File: src/rtl/matrix_pkg.sv
// matrix_pkg: shared constants and helpers for the LED-matrix scan timer.
//   CLK_HZ       system clock frequency
//   DEF_HALF_50M half-period divisor giving a 10 kHz scan clock from CLK_HZ
//   clog2()      ceiling log2, minimum 1, used to size row/blank counters
package matrix_pkg;

    localparam int CLK_HZ       = 50_000_000;
    localparam int SCAN_HZ      = 10_000;
    localparam int DEF_HALF_50M = CLK_HZ / (2 * SCAN_HZ) - 1;   // 2499

    function automatic int clog2(input int v);
        int r;
        r = 0;
        while ((1 << r) < v) r++;
        return (r < 1) ? 1 : r;
    endfunction

endpackage

File: src/rtl/matrix_div_core.sv
// matrix_div_core: half-period counter and divided clock.
//   clk, rst   system clock, async active-low reset
//   en         advance the counter this cycle
//   clr        force count to 0 (divisor swap while frozen)
//   half       active half-period minus one
//   count      current position inside the half period
//   clk_out    divided clock (registered)
//   rise/fall  combinational strobes: clk_out toggles 0->1 / 1->0 at this edge
module matrix_div_core #(
    parameter int DIV_W = 16
) (
    input  logic             clk,
    input  logic             rst,
    input  logic             en,
    input  logic             clr,
    input  logic [DIV_W-1:0] half,
    output logic [DIV_W-1:0] count,
    output logic             clk_out,
    output logic             rise,
    output logic             fall
);

    logic at_end;

    assign at_end = en && (count == half);
    assign rise   = at_end && !clk_out;
    assign fall   = at_end &&  clk_out;

    always_ff @(posedge clk or negedge rst) begin
        if (!rst) begin
            count   <= '0;
            clk_out <= 1'b0;
        end else if (clr) begin
            count   <= '0;
        end else if (en) begin
            if (at_end) begin
                count   <= '0;
                clk_out <= ~clk_out;
            end else begin
                count   <= count + DIV_W'(1);
            end
        end
    end

endmodule

File: src/rtl/matrix_scan_timer.sv
// matrix_scan_timer: programmable scan clock, row scanner and blanking for
// the LED-matrix driver.
//   clk, rst     50 MHz system clock, async active-low reset
//   en           run / freeze
//   div_half     new half-period minus one; div_load requests adoption
//   div_ack      pulse when the requested divisor takes effect
//   clk_out      50% duty scan clock
//   tick         pulse on the cycle clk_out rises
//   row_idx      current row, wraps ROWS-1 -> 0
//   frame_start  pulse with the tick that wraps row_idx to 0
//   blank        row-change blanking window
// Build option: define SCAN_BLANK_EN to build the blank counter; otherwise
// blank is constant 0.
module matrix_scan_timer
    import matrix_pkg::*;
#(
    parameter int DIV_W        = 16,
    parameter int DEF_HALF     = DEF_HALF_50M,
    parameter int ROWS         = 8,
    parameter int ROW_W        = clog2(ROWS),
    parameter int BLANK_CYCLES = 16
) (
    input  logic             clk,
    input  logic             rst,
    input  logic             en,
    input  logic [DIV_W-1:0] div_half,
    input  logic             div_load,
    output logic             div_ack,
    output logic             clk_out,
    output logic             tick,
    output logic [ROW_W-1:0] row_idx,
    output logic             frame_start,
    output logic             blank
);

    logic [DIV_W-1:0] half;
    logic [DIV_W-1:0] pend_val;
    logic             pend_vld;
    logic [DIV_W-1:0] count;
    logic             rise, fall;
    logic             apply_run, apply_idle, apply;

    // A load arriving in the same cycle as a boundary supersedes the pending
    // value and waits for the following boundary, so only one ack is issued.
    assign apply_run  = fall && pend_vld && !div_load;
    assign apply_idle = !en && !clk_out && pend_vld && !div_load;
    assign apply      = apply_run || apply_idle;

    matrix_div_core #(.DIV_W(DIV_W)) u_core (
        .clk     (clk),
        .rst     (rst),
        .en      (en),
        .clr     (apply_idle),
        .half    (half),
        .count   (count),
        .clk_out (clk_out),
        .rise    (rise),
        .fall    (fall)
    );

    always_ff @(posedge clk or negedge rst) begin
        if (!rst) begin
            half     <= DIV_W'(DEF_HALF);
            pend_val <= '0;
            pend_vld <= 1'b0;
            div_ack  <= 1'b0;
        end else begin
            div_ack <= apply;
            if (apply) half <= pend_val;
            if (div_load) begin
                pend_val <= div_half;
                pend_vld <= 1'b1;
            end else if (apply) begin
                pend_vld <= 1'b0;
            end
        end
    end

    always_ff @(posedge clk or negedge rst) begin
        if (!rst) begin
            tick        <= 1'b0;
            frame_start <= 1'b0;
            row_idx     <= '0;
        end else begin
            tick        <= rise;
            frame_start <= rise && (row_idx == ROW_W'(ROWS - 1));
            if (rise) row_idx <= (row_idx == ROW_W'(ROWS - 1)) ? '0 : row_idx + ROW_W'(1);
        end
    end

`ifdef SCAN_BLANK_EN
    localparam int BW = clog2(BLANK_CYCLES + 1);
    logic [BW-1:0] blank_cnt;

    // Window opens the cycle after tick; the next rising edge cuts it short.
    // Runs on every clk cycle, independent of en.
    always_ff @(posedge clk or negedge rst) begin
        if (!rst) begin
            blank     <= 1'b0;
            blank_cnt <= '0;
        end else if (rise) begin
            blank     <= 1'b0;
            blank_cnt <= '0;
        end else if (tick) begin
            blank     <= 1'b1;
            blank_cnt <= BW'(BLANK_CYCLES - 1);
        end else if (blank) begin
            if (blank_cnt == '0) blank <= 1'b0;
            else                 blank_cnt <= blank_cnt - BW'(1);
        end
    end
`else
    assign blank = 1'b0;
`endif

endmodule

File: config.mk
export PLATFORM = sky130hd
export DESIGN_NAME = matrix_scan_timer
export DESIGN_NICKNAME = d
export VERILOG_FILES = /design/src/rtl/matrix_pkg.sv /design/src/rtl/matrix_div_core.sv /design/src/rtl/matrix_scan_timer.sv
export SDC_FILE = /design/constraint.sdc
export NUM_CORES = 1
export LEC_CHECK = 0
export CORE_ASPECT_RATIO = 1.2
export CORE_UTILIZATION = 60
export CTS_CLUSTER_SIZE = 16
export DETAILED_ROUTE_END_ITERATION = 8
export DONT_BUFFER_PORTS = 1
export PLACE_DENSITY = 0.76
export SYNTH_ARGS = -nofsm -noshare
export SYNTH_HDL_FRONTEND = slang
export SYNTH_SLANG_ARGS = --single-unit
File: constraint.sdc
create_clock -name clk -period 2.5 [get_ports clk]
set_clock_uncertainty 0.05 [all_clocks]
set_input_delay 0.25 -clock clk [delete_from_list [all_inputs] [get_ports clk]]
set_output_delay 0.25 -clock clk [all_outputs]
set_load 0.05 [all_outputs]
==> results of run 1 <==
[through the flow]
| stage | cell area (µm²) | setup slack (ns) | hold WS (ns) | power (mW) | util |
|---|---|---|---|---|---|
| detailed placement | 2691 | 0.2988 | -0.09431 | 1.658 | 0.6315 |
| finish | 2845 | 0.3233 | 0.03315 | 2.233 | 0.6676 |
| global route | 2845 | 0.1874 | 0.02485 | 2.342 | 0.6676 |
| floorplan | 2655 | 0.5119 | -0.09559 | 1.564 | - |
| global placement | 2691 | 0.3372 | -0.09404 | 1.626 | 0.6315 |
| CTS | 2845 | 0.2921 | 0.03137 | 2.254 | 0.6676 |
[routing by layer]
layer	track usage	routed length (µm)	vias up
met3	0.04242	171	9
met2	0.3804	2467	39
met5	0	0	-
li1	-	-	760
met4	0.09561	89	0
met1	0.2917	2123	794
[synthesized netlist by cell type, types with 2 or more instances]
master	instances	area share
a31oi_1	2	0.0047
a32o_1	2	0.0075
and2_1	5	0.012
and3_1	2	0.0047
and4_1	2	0.0066
buf_2	3	0.0057
clkbuf_1	3	0.0042
dfrtp_1	50	0.47
dfstp_2	6	0.059
ha_1	3	0.014
inv_1	3	0.0042
mux2_2	26	0.11
mux2_4	9	0.051
nand2_1	10	0.014
nand3_1	7	0.013
nand4_1	5	0.012
nor2_1	12	0.017
nor3_1	7	0.013
nor4_1	5	0.012
nor4_2	2	0.0094
o21ai_0	4	0.0075
o31ai_1	2	0.0057
or2_2	2	0.0047
xnor2_1	8	0.026
xor2_1	17	0.056
[worst paths after layout]
path | start | cells after the start | slack [ns] | end
max | half[11] | 5 | 0.32 | half[3]
min | en | 2 | 0.03 | u_core.count[15]
max reg2reg | half[11] | 5 | 0.32 | half[3]
min reg2reg | pend_val[14] | 1 | 0.46 | half[14]
max in group asynchronous | rst | 2 | 1.70 | half[8]
min in group asynchronous | rst | 2 | 0.39 | u_core.count[0]
[sequential cells by signal (all words and copies together), names as in the netlist]
| signal | count |
|---|---|
| frame_start | 1 |
| half | 16 |
| tick | 1 |
| u_core.count | 16 |
| row_idx | 3 |
| div_ack | 1 |
| pend_vld | 1 |
| u_core.clk_out | 1 |
| pend_val | 16 |
[final cells by class]
type | count | share of cell area
tap | 56 | 0.02463
sequential | 56 | 0.4952
clock inverter | 1 | 0.01055
clock buffer | 7 | 0.02682
inverter | 3 | 0.003958
timing repair buffer | 5 | 0.02199
multi-input combinational | 145 | 0.4169
[power by group through the flow]
stage / logic [mW] / registers [mW] / clock network [mW]
after floorplan: 0.346 / 1.22 / 0
after global placement: 0.393 / 1.23 / 0
after detailed placement: 0.413 / 1.25 / 0
after CTS: 0.441 / 1.23 / 0.586
after global routing: 0.477 / 1.25 / 0.617
final: 0.435 / 1.23 / 0.572
[cell families after synthesis]
kind of cell,after synthesis,synth area share
and+or+nand+nor,64,0.1362
DFF,56,0.5306
muxes,36,0.1649
xor gates and xnor gates,25,0.08247
AOI/OAI and AO/OA,16,0.04760
buffers and inverters,12,0.02262
adders and majority gates,3,0.01414
other,1,0.001412
[critical path: stages, from the launching register on]
cell     delay, ns
dfstp_2       0.55
xor2_1        0.14
nor2_1        0.08
and4_1        0.23
a31oi_4       0.62
mux2_2        0.41
[timing repair]
action / in CTS / in global routing
hold endpoints to repair: 57 / 0
setup endpoints to repair: 0 / 0
hold buffers: 3 / 0
==> flow_summary.toml, run 1 <==
[setup_path]
path_max_fanout = 17
critPathKind = "flop to flop"
cp-end-kind = "flop"
required_ns = 2.65
cp_data_arrival_time_ns = 2.32
start_kind = "flop"

[status]
status = "finished clean"

[clock_network]
clk_pin_slew_ns = 0.10
clk_latency_ns = 0.31
htree_levels = 2
post_cts_buffers = 0
cts_tree = "built"
root_buffer = "clkbuf_8"
cts_inserted_buffers = 5
cts_sinks = 56
cts_resized = 0
clk_path_buf_depth = 2

[sta]
fin_crit_sh = 0.8707
fin_setup_tns_ns = 0
hold_viol_final = 0
fmax_ghz = 0.4594
grt_setup_unrepaired = "false"
finalSetupViolations = 0
tightest_slew_ns = 0.7179
slew_headroom = 0.5214
layout_min_cycle_time_ns = 2.177
maxSlewViolCount = 0

[synthesis]
synth_area_mm2 = 0.002655
ys_async_sr_fraction = 1.000
synth_edf_count = 0
synth_warnings = 0
synth.ff_latch_count = 56
ys_dominant_reg_cell = "dfrtp_1"
avgSynthCellArea_um2 = 12.47
synth_nets = 236
synth_cell_types = 41
synthCells = 213
yosysSeqAreaShare = 0.5306

[global_routing]
grt_max_degree = 57
antenna_found_initial = 0
grt-ovfl-total = 0
grt_pass1_wl_mm = 8.059
grt_usage = 0.2261
grt_pass1_vias = 1685

[finish]
diodes = 0
fin_nets = 239
regArea_mm2 = 0.001409
multi_input_area_mm2 = 0.001186
layout_commonest_cell = "dfrtp_1"
num-fill-cells = 323
finalNonFillerCells = 273
drive_above_1_share = 0.2673
final_cell_mix = "dfrtp_1, mux2_2, xor2_1"
syn2layout_area_growth_pct = 7.163

[routing]
drt_iter0_markers = 119
viasPerCell = 5.868
vias = 1602
routed_wl_mm = 4.851
wl_per_cell_um = 17.77
drt-pass1-iter-count = 4
drc = 0
ant_nets = 0

[floorplanning]
die_w_um = 62.73
core-area_mm2 = 0.004262
initial_core_util = 0.6230
die_area_mm2 = 0.004696
die_y_um = 74.87
num_io_pins = 28
num_rows = 26

[place]
dp.cells = 262
gp_congestion = 0.8487
hpwl_mm = 3.382
portBuffers = 0

[pwr]
power.internal_mw = 1.625
p_seq_frac = 0.549
switchingPower_mw = 0.6080
p_sw_frac = 0.2723
powerDensity_mw_per_mm2 = 784.7
power.share.combinational = 0.195
leakagePower_nw = 1.262
peakVddDrop_mv = 0.5635
clock_power_share = 0.256

[worst_hold_path]
hp-class = "input port to flop"

[run]
drv_cap = 0
Note: power is estimated with default switching activity, not from simulation.
==> inputs of run 2 (changes only) <==
--- a/config.mk
+++ b/config.mk
@@ -7,6 +7,7 @@
 export LEC_CHECK = 0
 export CORE_ASPECT_RATIO = 1.2
 export CORE_UTILIZATION = 60
+export CTS_BUF_LIST = sky130_fd_sc_hd__clkbuf_16
 export CTS_CLUSTER_SIZE = 16
 export DETAILED_ROUTE_END_ITERATION = 8
 export DONT_BUFFER_PORTS = 1
==> run 2 against run 1 <==
Against the previous run:
- cell area increased by 1.6%
- die area did not move
- combinational power is essentially flat
- sequential cell count is the same
- largest cell class unchanged
- highest routed layer unchanged
==> flow_summary.toml, run 2 (same netlist as run 1, synthesis figures left out) <==
[setup_path]
start_kind = "flop"
slowest_stage = "a31oi_4"
crit_buf_inv = 0
path_max_fanout = 17
required_ns = 2.63
cp-end-kind = "flop"
rrSetupSlack_ns = 0.29
cp_cell_sequence = "xor2_1 > nor2_1 > and4_1 > a31oi_4 > mux2_2"
cp_data_arrival_time_ns = 2.34
critPathKind = "flop to flop"
crit_family = "compound AO/OA/AOI/OAI gates"
slowest_delay_ns = 0.62

[worst_hold_path]
hp-class = "input port to flop"

[place]
portBuffers = 0
gp_congestion = 0.8487
dpl_cell_area_mm2 = 0.002691
post-place-ws_ns = 0.2988
hpwl_mm = 3.382
dp.cells = 262

[routing]
wl_per_cell_um = 17.87
vias = 1590
viasPerCell = 5.846
drt_iter0_markers = 124
drc = 0
routed_wl_mm = 4.861
drt-pass1-iter-count = 4
ant_nets = 0

[clock_network]
clk_pin_slew_ns = 0.07
root_buffer = "clkbuf_16"
cts_inserted_buffers = 5
htree_levels = 2
cts_sinks = 56
cts_tree = "built"
cts_resized = 0
clk_latency_ns = 0.29
clk_path_buf_depth = 2

[global_routing]
grt_usage = 0.2328
grt_pass1_wl_mm = 8.155
antenna_found_initial = 0
grt-ovfl-total = 0
grt_max_degree = 57
grt_pass1_vias = 1654

[sta]
hold_ws_ns = 0.03122
fin_crit_sh = 0.8856
finalSetupViolations = 0
maxSlewViolCount = 0
grt_setup_unrepaired = "false"
hold_viol_final = 0
worst_slack_ns = 0.2859
fmax_ghz = 0.4517
layout_min_cycle_time_ns = 2.214
fin_setup_tns_ns = 0
slew_headroom = 0.5178
tightest_slew_ns = 0.7232

[floorplanning]
die_y_um = 74.87
initial_core_util = 0.6230
die_area_mm2 = 0.004696
core-area_mm2 = 0.004262
die_w_um = 62.73
num_rows = 26
num_io_pins = 28

[finish]
drive_above_1_share = 0.2685
reg.largest.list = "half (16), pend_val (16), u_core.count (16)"
final_cell_mix = "dfrtp_1, mux2_2, xor2_1"
syn2layout_area_growth_pct = 8.907
multi_input_area_mm2 = 0.001186
final_cell_area_mm2 = 0.002892
num-fill-cells = 308
layout_commonest_cell = "dfrtp_1"
finalNonFillerCells = 272
diodes = 0
regArea_mm2 = 0.001409
fin_nets = 238

[pwr]
leakagePower_nw = 1.292
powerDensity_mw_per_mm2 = 839.1
peakVddDrop_mv = 0.5299

[status]
status = "finished clean"

[run]
drv_cap = 0
-- run 2: cell count changes in the layout (fill, tap and decap cells not counted), sizes merged --
| cell | delta |
|---|---|
| inv | +2 |
| clkbuf | -2 |
| dlygate4sd3 | -1 |
-- run 2: worst paths after layout --
| check | from | endpoint | cells past startpoint |
|---|---|---|---|
| setup reg to reg | half[11] | half[3] | 5 |
| max in group asynchronous | rst | half[1] | 2 |
| setup / recovery | half[11] | half[3] | 5 |
| hold / removal | div_load | pend_vld | 1 |
| min in group asynchronous | rst | u_core.count[0] | 2 |
| hold reg to reg | pend_val[14] | half[14] | 1 |
-- run 2: worst reg2reg max path: cells and delay by family, from the launching register on --
| family | cells | cell delay (ns) |
|---|---|---|
| muxes | 1 | 0.42 |
| and+or+nand+nor | 2 | 0.31 |
| xor gates and xnor gates | 1 | 0.16 |
| DFF | 1 | 0.55 |
| AOI/OAI and AO/OA | 1 | 0.62 |
-- run 2: area by class of cell --
class | count | share of cell area
Inverter | 3 | 0.003894
Tap cell | 56 | 0.02423
Timing Repair Buffer | 4 | 0.01817
Sequential cell | 56 | 0.4872
Multi-Input combinational cell | 145 | 0.4102
Clock buffer | 5 | 0.04327
Clock inverter | 3 | 0.01298
-- run 2: power by group --
group / switching [mW] / total (mW) / internal (mW)
Combinational: 0.195 / 0.437 / 0.242
Sequential: 0.147 / 1.23 / 1.08
Clock: 0.294 / 0.759 / 0.465
-- run 2: routing by layer --
metal  wire length [µm]  GRT usage
met5                  0          0
met2               2462     0.3937
met1               2133     0.2914
met4                116     0.1137
met3                148    0.04545
-- run 2: what timing repair did --
item,in CTS,in global routing
endpoints found under the hold margin,56,0
setup buffers,0,0
hold buffers,2,0
-- run 2: per-stage QoR --
stage / utilization / total power [mW]
after floorplan: - / 1.564
after global placement: 0.6315 / 1.626
after detailed placement: 0.6315 / 1.658
after CTS: 0.6785 / 2.448
after global routing: 0.6785 / 2.535
final: 0.6785 / 2.426
